<file path="src/rtl/dispense_cmd_initiator.sv">
`default_nettype none
// ============================================================================
// Module      : dispense_cmd_initiator
// Description : Queues candy orders in a small FIFO and issues each one to the
//               dispenser with a four-phase handshake:
//               amount setup -> candyflag high -> ack high -> candyflag low
//               -> ack low.
//               The optional handshake timeout is compiled in with the macro
//               DISPENSE_CMD_TIMEOUT_EN. Without it the FSM waits forever for
//               the acknowledge, err_timeout is tied low and err_clr is ignored.
// Ports       : clk_x1       in   12 MHz system clock (rising edge)
//               rstn         in   synchronous active-low reset
//               order_valid  in   order push strobe
//               order_amount in   [1:0] candy amount code of the order
//               order_ready  out  FIFO can accept a push (low in reset)
//               handshake    in   asynchronous acknowledge from dispenser
//               candyflag    out  dispense request to the dispenser
//               stateamount  out  [1:0] amount presented to the dispenser
//               busy         out  FSM is not in IDLE
//               done_pulse   out  one-cycle pulse when a transfer completes
//               fifo_count   out  [4:0] number of queued orders
//               err_timeout  out  sticky handshake timeout flag
//               err_clr      in   clears err_timeout and leaves ERR
// Revision    : 1.0 - initial release
// ============================================================================
module dispense_cmd_initiator #(
    parameter logic [23:0] TIMEOUT_CYCLES = 24'd12_000_000,
    parameter int          FIFO_DEPTH     = 4
) (
    input  logic       clk_x1,
    input  logic       rstn,
    input  logic       order_valid,
    input  logic [1:0] order_amount,
    output logic       order_ready,
    input  logic       handshake,
    output logic       candyflag,
    output logic [1:0] stateamount,
    output logic       busy,
    output logic       done_pulse,
    output logic [4:0] fifo_count,
    output logic       err_timeout,
    input  logic       err_clr
);

    localparam int         ADDR_W     = (FIFO_DEPTH > 1) ? $clog2(FIFO_DEPTH) : 1;
    localparam logic [4:0] FULL_COUNT = 5'(FIFO_DEPTH);

    localparam logic [2:0] ST_IDLE    = 3'd0;
    localparam logic [2:0] ST_SETUP   = 3'd1;
    localparam logic [2:0] ST_REQ     = 3'd2;
    localparam logic [2:0] ST_RELEASE = 3'd3;
    localparam logic [2:0] ST_ERR     = 3'd4;

    logic [2:0]        state;
    logic [2:0]        next_state;

    // ------------------------------------------------------------------------
    // Order FIFO
    // ------------------------------------------------------------------------
    logic [1:0]        fifo_mem [FIFO_DEPTH];
    logic [ADDR_W-1:0] wr_ptr;
    logic [ADDR_W-1:0] rd_ptr;
    logic [4:0]        count;
    logic              push;
    logic              pop;

    // Gating with rstn keeps the upstream from believing a push landed while
    // the FIFO is being flushed.
    assign order_ready = rstn && (count != FULL_COUNT);
    assign push        = order_valid && order_ready;
    assign pop         = (state == ST_IDLE) && (count != 5'd0);
    assign fifo_count  = count;

    always_ff @(posedge clk_x1) begin
        if (!rstn) begin
            wr_ptr <= '0;
            rd_ptr <= '0;
            count  <= 5'd0;
        end else begin
            if (push) begin
                wr_ptr <= wr_ptr + 1'b1;
            end
            if (pop) begin
                rd_ptr <= rd_ptr + 1'b1;
            end
            case ({push, pop})
                2'b10:   count <= count + 5'd1;
                2'b01:   count <= count - 5'd1;
                default: count <= count;
            endcase
        end
    end

    // Storage carries no reset: emptiness is defined by the pointers/count.
    always_ff @(posedge clk_x1) begin
        if (push) begin
            fifo_mem[wr_ptr] <= order_amount;
        end
    end

    // ------------------------------------------------------------------------
    // Acknowledge synchronizer
    // ------------------------------------------------------------------------
    logic hs_meta;
    logic hs_s;

    always_ff @(posedge clk_x1) begin
        if (!rstn) begin
            hs_meta <= 1'b0;
            hs_s    <= 1'b0;
        end else begin
            hs_meta <= handshake;
            hs_s    <= hs_meta;
        end
    end

    // ------------------------------------------------------------------------
    // Handshake timeout
    // ------------------------------------------------------------------------
    logic tmo_hit;

`ifdef DISPENSE_CMD_TIMEOUT_EN
    logic [23:0] tmo_cnt;
    logic        err_flag;

    assign tmo_hit = ((state == ST_REQ) || (state == ST_RELEASE)) &&
                     (tmo_cnt == (TIMEOUT_CYCLES - 24'd1));
    assign err_timeout = err_flag;

    // Each waiting phase (REQ, RELEASE) gets its own full budget: the counter
    // restarts on every entry into either state.
    always_ff @(posedge clk_x1) begin
        if (!rstn) begin
            tmo_cnt  <= 24'd0;
            err_flag <= 1'b0;
        end else begin
            if (((next_state == ST_REQ) || (next_state == ST_RELEASE)) &&
                (next_state != state)) begin
                tmo_cnt <= 24'd0;
            end else if ((state == ST_REQ) || (state == ST_RELEASE)) begin
                tmo_cnt <= tmo_cnt + 24'd1;
            end

            if ((next_state == ST_ERR) && (state != ST_ERR)) begin
                err_flag <= 1'b1;
            end else if (err_clr) begin
                err_flag <= 1'b0;
            end
        end
    end
`else
    logic unused_cfg;

    assign tmo_hit     = 1'b0;
    assign err_timeout = 1'b0;
    assign unused_cfg  = err_clr ^ (^TIMEOUT_CYCLES);
`endif

    // ------------------------------------------------------------------------
    // FSM: state register
    // ------------------------------------------------------------------------
    always_ff @(posedge clk_x1) begin
        if (!rstn) begin
            state <= ST_IDLE;
        end else begin
            state <= next_state;
        end
    end

    // ------------------------------------------------------------------------
    // FSM: next-state logic
    // ------------------------------------------------------------------------
    always_comb begin
        next_state = state;
        case (state)
            ST_IDLE: begin
                if (pop) begin
                    next_state = ST_SETUP;
                end
            end
            ST_SETUP: begin
                next_state = ST_REQ;
            end
            ST_REQ: begin
                // A stale ack already high on entry still advances normally.
                if (hs_s) begin
                    next_state = ST_RELEASE;
                end else if (tmo_hit) begin
                    next_state = ST_ERR;
                end
            end
            ST_RELEASE: begin
                if (!hs_s) begin
                    next_state = ST_IDLE;
                end else if (tmo_hit) begin
                    next_state = ST_ERR;
                end
            end
            ST_ERR: begin
`ifdef DISPENSE_CMD_TIMEOUT_EN
                if (err_clr) begin
                    next_state = ST_IDLE;
                end
`else
                next_state = ST_IDLE;
`endif
            end
            default: begin
                next_state = ST_IDLE;
            end
        endcase
    end

    // ------------------------------------------------------------------------
    // FSM: outputs
    // ------------------------------------------------------------------------
    // Decoded straight from the state register so that a reset edge drops the
    // request on that same edge.
    always_comb begin
        candyflag = (state == ST_REQ);
        busy      = (state != ST_IDLE);
    end

    // Amount is captured on the pop edge and held until the next pop, which
    // gives the dispenser one SETUP cycle of stable amount before the flag.
    always_ff @(posedge clk_x1) begin
        if (!rstn) begin
            stateamount <= 2'd0;
            done_pulse  <= 1'b0;
        end else begin
            if (pop) begin
                stateamount <= fifo_mem[rd_ptr];
            end
            done_pulse <= (state == ST_RELEASE) && (next_state == ST_IDLE);
        end
    end

endmodule
`default_nettype wire

</file>
<file path="config.mk">
export PLATFORM = sky130hd
export DESIGN_NAME = dispense_cmd_initiator
export DESIGN_NICKNAME = d
export VERILOG_FILES = /design/src/rtl/dispense_cmd_initiator.sv
export SDC_FILE = /design/constraint.sdc
export NUM_CORES = 1
export LEC_CHECK = 0
export ABC_AREA = 1
export BUFFER_PORTS_ARGS = -buffer_cell sky130_fd_sc_hd__buf_2
export CAP_MARGIN = 30
export CORE_UTILIZATION = 49
export CTS_BUF_LIST = sky130_fd_sc_hd__clkbuf_16
export CTS_CLUSTER_DIAMETER = 40
export DETAILED_ROUTE_END_ITERATION = 7
export GPL_ROUTABILITY_DRIVEN = 1
export PLACE_DENSITY = 0.73
export RECOVER_POWER = 25
export SYNTH_ARGS = -nofsm -noshare
export SYNTH_HDL_FRONTEND = slang
export SYNTH_SLANG_ARGS = --single-unit
</file>
<file path="constraint.sdc">
create_clock -name clk_x1 -period 2 [get_ports clk_x1]
set_clock_uncertainty 0.1 [all_clocks]
set_input_delay 0.4 -clock clk_x1 [delete_from_list [all_inputs] [get_ports clk_x1]]
set_output_delay 0.4 -clock clk_x1 [all_outputs]
set_load 0.005 [all_outputs]
</file>
==> impl_metrics.py <==
metrics = {
    "floorplan": {
        "io_pins": 19,
        "rows": 18,
        "die_w_um": 52.7,
        "initial_utilization_pct": 51.3,
        "die_area_um2": 2780,
        "die_h_um": 52.7,
        "design.core.area_um2": 2450,
    },
    "place": {
        "hpwl_um": 1660,
        "io_buffers": 16,
        "place_inst": 205,
        "gp_congestion": 0.858,
    },
    "logic_synthesis": {
        "yosysTopAreaCellShare_pct": 27.0,
        "synth-xor-area-share_pct": 1.39,
        "syn_area_per_cell_um2": 8.46,
        "synthAdderAreaFrac_pct": 9.53,
        "ys_seq_area_share_pct": 46.1,
        "synth_largest_area_cell": "dfxtp_1",
        "ys_seq_elements": 25,
        "syn_inst": 149,
        "yosysUniqueCellTypes": 29,
        "yosysWarnings": 0,
        "synth_top_family_by_area": "simple AND/OR/NAND/NOR gates",
        "syn-cell-area_um2": 1260,
        "synthSimpleGateAreaFrac_pct": 24.9,
        "ys_top_cells_by_area": "dfxtp_1 27%, edfxtp_1 19%, ha_1 7.9%, nand2_1 7.4%, inv_1 7.1%",
        "yosys-mux-area-fraction_pct": 0,
        "synth_compound_area_share_pct": 8.14,
    },
    "outcome": {
        "status": "finished with violations",
        "violations": "negative setup slack",
    },
    "timing": {
        "setup_viol": 2,
        "hold_viol": 0,
        "fin_ws_ns": -0.00776,
        "min_period_ns": 2.01,
        "rsz0062_at_grt": "yes",
        "final-max-slew-violation-count": 0,
        "min_period_over_period_pct": 100,
        "max_clock_freq_mhz": 498,
    },
    "setup_path": {
        "cp_max_fo": 4,
        "startpoint_type": "flop",
        "cp_data_arrival_time_ns": 2.10,
        "critPathTopFamily": "simple AND/OR/NAND/NOR gates",
        "max_stage_delay_ns": 0.35,
        "cp_cell_sequence": "or2_4 -> nor2_8 -> nand2_4 -> clkinv_4 -> ha_4 -> inv_2 -> fa_2 -> inv_2 -> nand2_1 -> nand2_1 -> nand3_1 -> nand2_1 -> nand2_1 -> a21oi_2",
        "cp-startpoint": "state[1]",
        "reg2reg_from": "state[1]",
        "path_depth": 14,
        "reg2reg_to": "fifo_count[4]",
        "end_kind": "flop",
        "cp.required_ns": 2.09,
        "ff2ff_path_depth": 14,
        "crit_type": "reg -> reg",
        "critPathCapture": "fifo_count[4]",
        "crit_buf_inv": 3,
        "ff2ff_setup_slack_ns": -0.008,
        "slowest_stage": "fa_2",
        "cp_common_cell": "nand2_1",
    },
    "route": {
        "ant_nets": 0,
        "drc": 0,
        "drt_iter0_drc": 20,
        "via_per_inst": 4.81,
        "firstDrtPassIters": 4,
        "wire_per_inst_um": 11.0,
        "vias": 1059,
        "routed_wl_um": 2420,
    },
    "global_routing": {
        "grt_pass1_wl_um": 3950,
        "grt_util_all_layers_pct": 19.6,
        "met1_usage_pct": 22.3,
        "antenna_found_initial": 0,
        "grt_use_met3_pct": 3.19,
        "grt_use_met2_pct": 34.6,
        "busiest_layer": "met2",
        "grt_pass1_vias": 991,
        "grt_max_degree": 15,
        "grt-ovfl-total": 0,
    },
    "final_layout": {
        "final_common_cell": "nand2_1",
        "drive_gt1_share_pct": 32.1,
        "nets": 207,
        "diodes": 0,
        "syn_to_final_growth_pct": 31.2,
        "stdcell_count": 220,
        "mostFrequentLayoutCells": "25 x nand2_1, 22 x buf_4, 21 x inv_1",
        "final_core_util_pct": 67.3,
    },
    "cts": {
        "cts.sinks": 25,
        "clkTransAtPathRegs_ns": 0.06,
        "clkLatencyLatePin_ns": 0.25,
        "clk_path_buf_depth": 2,
        "cts_root_buffer": "clkbuf_16",
        "cts_max_level": 1,
        "ctsHoldBuffers": 0,
        "cts_tree": "done",
        "cts_made_buffers": 3,
    },
    "min_path": {
        "hold_path_class": "in -> reg",
    },
    "pwr": {
        "power_density_nw_per_um2": 1390,
        "ir_drop_mv": 0.930,
        "p_leak_nw": 0.805,
    },
    "job": {
        "drv_cap": 0,
    },
}
[cell families after synthesis]
family	count (synthesis)
other cells	1
compound gates	20
fa+ha+maj	9
flops	25
simple gates	63
xor+xnor	2
buf+inv	29
[state kept, by name, summed over array words and instances, names as in the netlist]
name,cells
fifo_count,5
rd_ptr,2
fifo_mem,8
wr_ptr,2
state,3
done_pulse,1
hs_meta,1
stateamount,2
hs_s,1
[repair_timing]
action	CTS	global route
endpoints found under the setup margin	2	3
setup buffers	8	3
resized for setup	6	6
pin swaps	8	9
[synthesized netlist by cell type (all sizes together)]
cell	instances
o21ai	11
nand3	7
xor2	1
a21oi	8
nor4	1
ha	8
nand4	3
buf	2
xnor2	1
inv	26
nand2	26
o211ai	1
edfxtp	8
nor2	23
and2	1
conb	1
dfxtp	17
or2	2
clkinv	1
fa	1
[through the flow]
step / setup TNS [ns] / setup WS, ns / area (µm²) / power, mW / hold WS, ns
global route: -0.301 / -0.128 / 1650 / 2.50 / 0.264
global placement: -0.0167 / -0.0167 / 1460 / 1.61 / 0.301
floorplan: 0 / 0.0419 / 1280 / 1.35 / 0.290
detailed placement: -0.0913 / -0.0608 / 1460 / 1.64 / 0.307
CTS: -0.0329 / -0.0329 / 1610 / 2.20 / 0.225
finish: -0.0113 / -0.00776 / 1650 / 2.30 / 0.228
[worst reg2reg max path, delay by kind of cell, from the launching register on]
family	cells	cell delay [ns]
AOI/OAI and AO/OA	1	0.12
adders and majority gates	2	0.49
and+or+nand+nor	8	0.77
DFF	1	0.31
buffers and inverters	3	0.16
[report_power, final]
group	internal, mW	total, mW	leakage (nW)	switching (mW)
combinational	0.573	1.15	0.551	0.576
clock	0.269	0.431	0.0409	0.162
sequential	0.630	0.717	0.214	0.0876
[routing by layer]
layer  wire length [µm]  part of all wire (%)
met5                  0                     0
met4                 87                   3.6
met3                 55                   2.3
met2               1240                    51
met1               1040                    43
[area by class of cell]
cell class,instances,area (µm²)
multi-input combinational,96,602
clock inverter,1,5.00
tap,30,37.5
sequential,25,584
inverter,27,106
fill,206,802
timing repair buffer,38,243
clock buffer,3,75.1
[worst min-delay path by stage]
| stage | start | to | slack (ns) | depth (start not counted) |
|---|---|---|---|---|
| 2_1_floorplan | hs_meta | hs_s | 0.29 | 2 |
| 3_3_place_gp | hs_meta | hs_s | 0.30 | 2 |
| 6_report | handshake | hs_meta | 0.23 | 3 |
| 4_1_cts | handshake | hs_meta | 0.23 | 3 |
| 5_1_grt | handshake | hs_meta | 0.26 | 3 |
| 3_5_place_dp | hs_meta | hs_s | 0.31 | 2 |
(Power assumes the default switching activity.)
